`config.mk`:
```
export PLATFORM = sky130hd
export DESIGN_NAME = uart_tx
export DESIGN_NICKNAME = d
export VERILOG_FILES = /design/src/rtl/uart_tx.sv
export SDC_FILE = /design/constraint.sdc
export NUM_CORES = 1
export LEC_CHECK = 0
export CAP_MARGIN = 20
export CORE_MARGIN = 4
export CORE_UTILIZATION = 45
export DETAILED_ROUTE_END_ITERATION = 8
export PLACE_DENSITY_LB_ADDON = 0.08
export RECOVER_POWER = 100
export SLEW_MARGIN = 20
export SYNTH_ARGS = -nofsm -noshare
export SYNTH_HDL_FRONTEND = slang
export SYNTH_SLANG_ARGS = --single-unit
```
`constraint.sdc`:
```
create_clock -name clock_i -period 5.9 [get_ports clock_i]
set_input_delay 1.18 -clock clock_i [delete_from_list [all_inputs] [get_ports clock_i]]
set_output_delay 1.18 -clock clock_i [all_outputs]
set_load 0.01 [all_outputs]
```
`src/rtl/uart_tx.sv`:
```
// uart_tx: 8-bit UART transmitter. It sends a start bit, 8 data bits LSB first,
// an optional parity bit and one stop bit. Each bit lasts a runtime-selectable
// number of clock cycles. All frame settings are captured when the byte is
// accepted, so changing the inputs while a frame is being sent has no effect.
//
// state  | meaning
// IDLE   | line high, ready for a byte
// START  | start bit (low) for one bit period
// DATA   | data bits 0..7, LSB first
// PARITY | parity bit, only when enabled at accept
// STOP   | stop bit (high) for one bit period, then back to IDLE

module uart_tx (
    input  logic        clock_i,
    input  logic        reset_i,
    input  logic [7:0]  data_i,
    input  logic        valid_i,
    output logic        ready_o,
    input  logic        parity_bit_i,
    input  logic        parity_even_i,
    input  logic [15:0] clock_divider_i,
    output logic        serial_o
);

    typedef enum logic [2:0] {
        IDLE,
        START,
        DATA,
        PARITY,
        STOP
    } state_t;

    state_t      state;
    logic [7:0]  shift;
    logic        par_en;
    logic        par_val;
    logic [15:0] bit_len;    // bit period minus one, as latched at accept
    logic [15:0] div_cnt;    // cycles left in the current bit, counting down to 0
    logic [2:0]  bit_idx;
    logic [15:0] len_in;
    logic        bit_done;

    // A divider of 0 behaves like 1. The period is stored minus one so that a
    // 16-bit down-counter covers 65535 cycles without wrapping.
    always_comb begin
        len_in = 16'd0;
        if (clock_divider_i != 16'd0)
            len_in = clock_divider_i - 16'd1;
    end

    assign bit_done = (div_cnt == 16'd0);

    // Frame sequencer. serial_o and ready_o are registered here. Reset is
    // checked first, so it aborts a frame and also wins over an accept.
    always_ff @(posedge clock_i) begin
        if (!reset_i) begin
            state    <= IDLE;
            serial_o <= 1'b1;
            ready_o  <= 1'b1;
            shift    <= 8'd0;
            par_en   <= 1'b0;
            par_val  <= 1'b0;
            bit_len  <= 16'd0;
            div_cnt  <= 16'd0;
            bit_idx  <= 3'd0;
        end else begin
            case (state)
                IDLE: begin
                    serial_o <= 1'b1;
                    ready_o  <= 1'b1;
                    if (valid_i) begin
                        state    <= START;
                        serial_o <= 1'b0;
                        ready_o  <= 1'b0;
                        shift    <= data_i;
                        par_en   <= parity_bit_i;
                        par_val  <= parity_even_i ? (^data_i) : ~(^data_i);
                        bit_len  <= len_in;
                        div_cnt  <= len_in;
                        bit_idx  <= 3'd0;
                    end
                end
                START: begin
                    if (bit_done) begin
                        state    <= DATA;
                        serial_o <= shift[0];
                        shift    <= {1'b0, shift[7:1]};
                        bit_idx  <= 3'd0;
                        div_cnt  <= bit_len;
                    end else begin
                        div_cnt <= div_cnt - 16'd1;
                    end
                end
                DATA: begin
                    if (bit_done) begin
                        div_cnt <= bit_len;
                        if (bit_idx == 3'd7) begin
                            if (par_en) begin
                                state    <= PARITY;
                                serial_o <= par_val;
                            end else begin
                                state    <= STOP;
                                serial_o <= 1'b1;
                            end
                        end else begin
                            bit_idx  <= bit_idx + 3'd1;
                            serial_o <= shift[0];
                            shift    <= {1'b0, shift[7:1]};
                        end
                    end else begin
                        div_cnt <= div_cnt - 16'd1;
                    end
                end
                PARITY: begin
                    if (bit_done) begin
                        state    <= STOP;
                        serial_o <= 1'b1;
                        div_cnt  <= bit_len;
                    end else begin
                        div_cnt <= div_cnt - 16'd1;
                    end
                end
                STOP: begin
                    serial_o <= 1'b1;
                    if (bit_done) begin
                        state   <= IDLE;
                        ready_o <= 1'b1;
                    end else begin
                        div_cnt <= div_cnt - 16'd1;
                    end
                end
                default: begin
                    state    <= IDLE;
                    serial_o <= 1'b1;
                    ready_o  <= 1'b1;
                end
            endcase
        end
    end

endmodule

```
==> results.toml, run 1 <==
[status]
status = "finished clean"

[sta]
relSlewSlack = 0.208
rsz0062_at_grt = "no"
finalCriticalPeriod_ns = 3.74
worstMarginPinSlew_ns = 1.17
skew_ns = 0.0152
fmax_mhz = 267
fin_setup_tns_ns = 0
finalSetupViolCount = 0
hold_viol = 0
finalCritPeriodShare = 0.634
report.final.slew_viol_count = 0

[yosys]
syn-num-nets = 451
synthArstFlopShare = 0
synth_edf_count = 0
synth-seq-cells = 50
netlist_instances = 417
ys_types = 62
avgSynthCellArea_sq_um = 7.83
yosys_warnings = 0
syn_area_sq_um = 3270
synth-main-ff-cell = "dfxtp_1"
synth-seq-area-share = 0.306

[setup_path]
ff2ff_path_depth = 8
cp.required_ns = 6.04
arrival_ns = 3.88
path_class = "in2reg"
r2r_start = "div_cnt[0]"
crit_path_end_kind = "flip-flop"
r2r_setup_slack_ns = 2.54
start_kind = "input pin"
crit_fanout = 12
reg2reg_to = "shift[7]"

[clocking]
htree_levels = 2
cts_buffer_depth = 2
cts_buffers = 5
hold_buffers = 0
cts_tree = "built"
cts_num_sinks = 50
cts-root-buf = "clkbuf_8"
post_cts_buffers = 0
cts_resized = 0
path_clk_slew_ns = 0.09
clock_latency_ns = 0.31

[run]
cap_violations = 0

[global_route]
grt_antenna_before_repair = 0
grt_max_degree = 47
grt_pass1_vias = 2859
grt_pass1_wl_microns = 14400
overflow = 0
grt.total_usage = 0.206

[finish]
final_cell_mix = "nand2_1, dfxtp_1, nor2_1, o21ai_0, clkdlybuf4s50_1"
antennaDiodeCount = 0
areaGrowthSynthToFinish_pct = 11.8
drive_above_1_share = 0.0507
stdcell_area_sq_um = 3650
nNetsFinal = 467

[drt]
wl_per_cell_microns = 16.4
vias_per_cell = 5.88
drtPass1Iterations = 5
drc_errors = 0
vias = 3118
wirelength_microns = 8690
ant_nets = 0
first_iter_violations = 214

[floorplanning]
die_w_microns = 93.2
initial_core_util = 0.473
core_sq_um = 6910
io_pins = 31
core.rowCount = 30
die_y_microns = 93.2
die_area_sq_um = 8690

[min_path]
min_from = "bit_idx[2]"
min_path_cells = 2
hold_class = "reg2reg"
hold_path_end = "bit_idx[2]"

[placement]
gp_congestion = 0.874
io_buffers = 30
postPlaceCellArea_sq_um = 3590
dp_hpwl_microns = 6270

[pwr]
power.leakage_uw = 0.00133
max-vdd-ir-drop_mv = 0.133
p_per_area_nw_per_um2 = 310
==> per-layer routing <==
metal / GRT usage / up-vias / part of all wire
met3: 0.0314 / 9 / 0.055
met4: 0.0513 / 0 / 0.013
met5: 0 / - / 0
met2: 0.308 / 104 / 0.44
met1: 0.307 / 1445 / 0.49
li1: - / 1560 / -
==> worst max path at each step <==
stage                  startpoint          end  slack, ns  cells after the start
3_5_place_dp   clock_divider_i[0]  div_cnt[10]       2.02                      9
2_1_floorplan  clock_divider_i[0]  div_cnt[10]       2.84                      8
3_3_place_gp   clock_divider_i[0]  div_cnt[10]       2.12                      9
4_1_cts        clock_divider_i[0]  div_cnt[10]       2.33                      9
6_report       clock_divider_i[0]  div_cnt[10]       2.16                      9
5_1_grt        clock_divider_i[0]  div_cnt[10]       1.82                      9
==> area by class of cell <==
type                            instances  area (sq um)
Timing Repair Buffer                   32           312
Fill cell                             688          3250
Tap cell                               96           120
Clock inverter                          3          21.3
Multi-Input combinational cell        336          2100
Clock buffer                            5          68.8
Inverter                                8          30.0
Sequential cell                        50          1000
==> cells in the mapped netlist, drive strengths merged, types with 3 or more instances <==
cell	n	area, sq um
nand2	51	194
dfxtp	50	1000
nor2	36	140
o21ai	31	159
a21oi	26	138
nor3	23	131
nand3	15	75.1
o211a	14	140
xnor2	14	123
clkbuf	12	45.0
nor4	12	111
buf	11	62.6
o22ai	10	68.8
and2	9	56.3
mux2i	9	90.1
inv	8	30.0
a211oi	7	57.6
nand2b	7	43.8
nand4	7	50.1
nor2b	7	43.8
a21boi	6	45.0
ha	5	62.6
a221oi	4	35.0
nor4b	4	41.3
or3	4	30.0
xor2	4	35.0
nor3b	3	22.5
o211ai	3	22.5
or4	3	26.3
==> critical path, stage by stage <==
cell,delay [ns]
dlygate4sd3_1,0.60
inv_1,0.08
ha_1,0.20
nor4b_1,0.59
nand4_1,0.27
nand3_1,0.47
nor2_2,0.08
a211oi_1,0.28
o221ai_2,0.14
==> through the flow <==
| step | power [uW] | hold slack (ns) | cells | utilization | setup slack [ns] |
|---|---|---|---|---|---|
| after floorplan | 809 | 0.459 | 417 | - | 2.84 |
| after global placement | 932 | 0.473 | 522 | 0.520 | 2.12 |
| after detailed placement | 935 | 0.489 | 522 | 0.520 | 2.02 |
| after CTS | 1140 | 0.503 | 530 | 0.534 | 2.33 |
| after global routing | 1210 | 0.529 | 530 | 0.529 | 1.82 |
| final | 1130 | 0.499 | 530 | 0.529 | 2.16 |
==> state kept, by name, summed over array words and instances (netlist names) <==
register  cells
bit_idx       3
bit_len      16
div_cnt      16
par_en        1
par_val       1
ready_o       1
serial_o      1
shift         8
state         3
==> power by group <==
group / internal [uW] / switching (uW) / total, uW
sequential: 395 / 65.1 / 460
clock: 83.7 / 123 / 207
combinational: 180 / 285 / 465
total: 658 / 473 / 1130
==> cell families after synthesis <==
family	Yosys count	share of synthesized area
AO/OA/AOI/OAI	118	0.249
XOR/XNOR	18	0.0483
adder cells (fa/ha/maj)	5	0.0191
buffers and inverters	31	0.0421
flip-flops	50	0.306
multiplexers	9	0.0276
AND/OR/NAND/NOR	186	0.308
No activity file was read; power rests on OpenSTA's default activity.
==> inputs of run 2 (changes only) <==
- clock period: 5.9 -> 3.21 ns (I/O delays scaled with it)
==> results.toml, run 2 (synthesis results as in run 1) <==
[status]
status = "finished clean"

[sta]
rsz0062_at_grt = "no"
finalCritPeriodShare = 0.907
skew_ns = 0.0140
fmax_mhz = 343
finalSetupViolCount = 0
finalCriticalPeriod_ns = 2.91
fin_setup_tns_ns = 0
report.final.slew_viol_count = 0
hold_viol = 0
relSlewSlack = 0.394
worstMarginPinSlew_ns = 0.905

[floorplanning]
core.rowCount = 30
core_sq_um = 6910
die_w_microns = 93.2
initial_core_util = 0.473
die_y_microns = 93.2
die_area_sq_um = 8690
io_pins = 31

[clocking]
hold_buffers = 0
cts_resized = 0
cts_num_sinks = 50
htree_levels = 2
cts-root-buf = "clkbuf_8"
cts_buffers = 5
cts_buffer_depth = 2
path_clk_slew_ns = 0.11
clock_latency_ns = 0.32
post_cts_buffers = 0
cts_tree = "built"

[pwr]
pwr-share-comb = 0.432
p_int_uw = 1260
seqPwrFrac = 0.382
power_frac_clock = 0.186
max-vdd-ir-drop_mv = 0.226
power.leakage_uw = 0.00141
p_sw_uw = 901
switching_share = 0.417
p_per_area_nw_per_um2 = 570

[drt]
vias = 3206
vias_per_cell = 5.88
wl_per_cell_microns = 16.3
ant_nets = 0
drc_errors = 0
first_iter_violations = 303
wirelength_microns = 8870
drtPass1Iterations = 5

[finish]
layoutNonFillerInstCount = 545
reg_top3 = "bit_len x16, div_cnt x16, shift x8"
final_cell_mix = "nand2_1, dfxtp_1, nor2_1, o21ai_0, clkdlybuf4s50_1"
areaGrowthSynthToFinish_pct = 15.9
drive_above_1_share = 0.0846
antennaDiodeCount = 0
nNetsFinal = 482

[global_route]
grt_pass1_wl_microns = 14900
overflow = 0
grt_antenna_before_repair = 0
grt_max_degree = 23
grt_pass1_vias = 2918
grt.total_usage = 0.212

[setup_path]
crit_path_end_kind = "flip-flop"
cp_cell_sequence = "dlygate4sd3_1 > inv_1 > ha_1 > or4b_1 > or4_1 > xor2_1 > nor2_2 > a211oi_2 > o221ai_2"
path_class = "in2reg"
crit_fanout = 4
crit_slowest_cell = "dlygate4sd3_1"
max_stage_delay_ns = 0.58
cp.required_ns = 3.39
arrival_ns = 3.09
start_kind = "input pin"

[min_path]
hold_class = "reg2reg"

[placement]
post-place-cells = 537
io_buffers = 30
dp_hpwl_microns = 6550
gp_congestion = 0.873

[run]
cap_violations = 0
==> run 2: power by group through the flow <==
stage / Combinational, uW / Sequential, uW / Clock (uW)
floorplan: 676 / 810 / 0
global placement: 938 / 836 / 0
detailed placement: 938 / 838 / 0
CTS: 943 / 824 / 408
global route: 1020 / 841 / 437
finish: 934 / 825 / 401
==> run 2: worst paths after layout <==
check                           cells past startpoint  slack, ns     endpoint                from
worst max-delay path                                9       0.30  div_cnt[10]  clock_divider_i[1]
worst min-delay path                                2       0.50   bit_idx[1]          bit_idx[1]
worst max register to register                      8       0.42   div_cnt[8]          div_cnt[0]
worst min register to register                      2       0.50   bit_idx[1]          bit_idx[1]
==> run 2: critical path, delay by kind of cell <==
kind            cells  cell delay [ns]
simple gates        3             1.04
fa+ha+maj           1             0.20
buf+inv             2             0.65
compound gates      2             0.34
xor+xnor            1             0.21
==> run 2: cell type report <==
cell class | instances | area, sq um
fillers | 702 | 3120
repair buffers | 47 | 429
well taps | 96 | 120
clock buffers | 5 | 68.8
flip-flops and latches | 50 | 1000
clock inverters | 3 | 25.0
multi-input cells | 336 | 2110
inverters | 8 | 30.0
==> run 2: per-stage QoR <==
stage | worst slack [ns] | util | cell area [sq um] | hold WS, ns | power (uW)
2_1_floorplan | 0.685 | - | 3270 | 0.459 | 1490
3_3_place_gp | 0.155 | 0.539 | 3720 | 0.475 | 1770
3_5_place_dp | 0.0927 | 0.539 | 3720 | 0.482 | 1780
4_1_cts | 0.425 | 0.552 | 3810 | 0.499 | 2180
5_1_grt | 0.157 | 0.548 | 3790 | 0.532 | 2300
6_report | 0.298 | 0.548 | 3790 | 0.498 | 2160
==> run 2: layer usage <==
layer  global-route usage  routed length (microns)  vias to the layer above
li1                     -                        -                     1596
met1                0.325                     4330                     1481
met2                0.307                     3840                      118
met3               0.0338                      584                       11
met4               0.0537                      119                        0
met5                    0                        0                        -
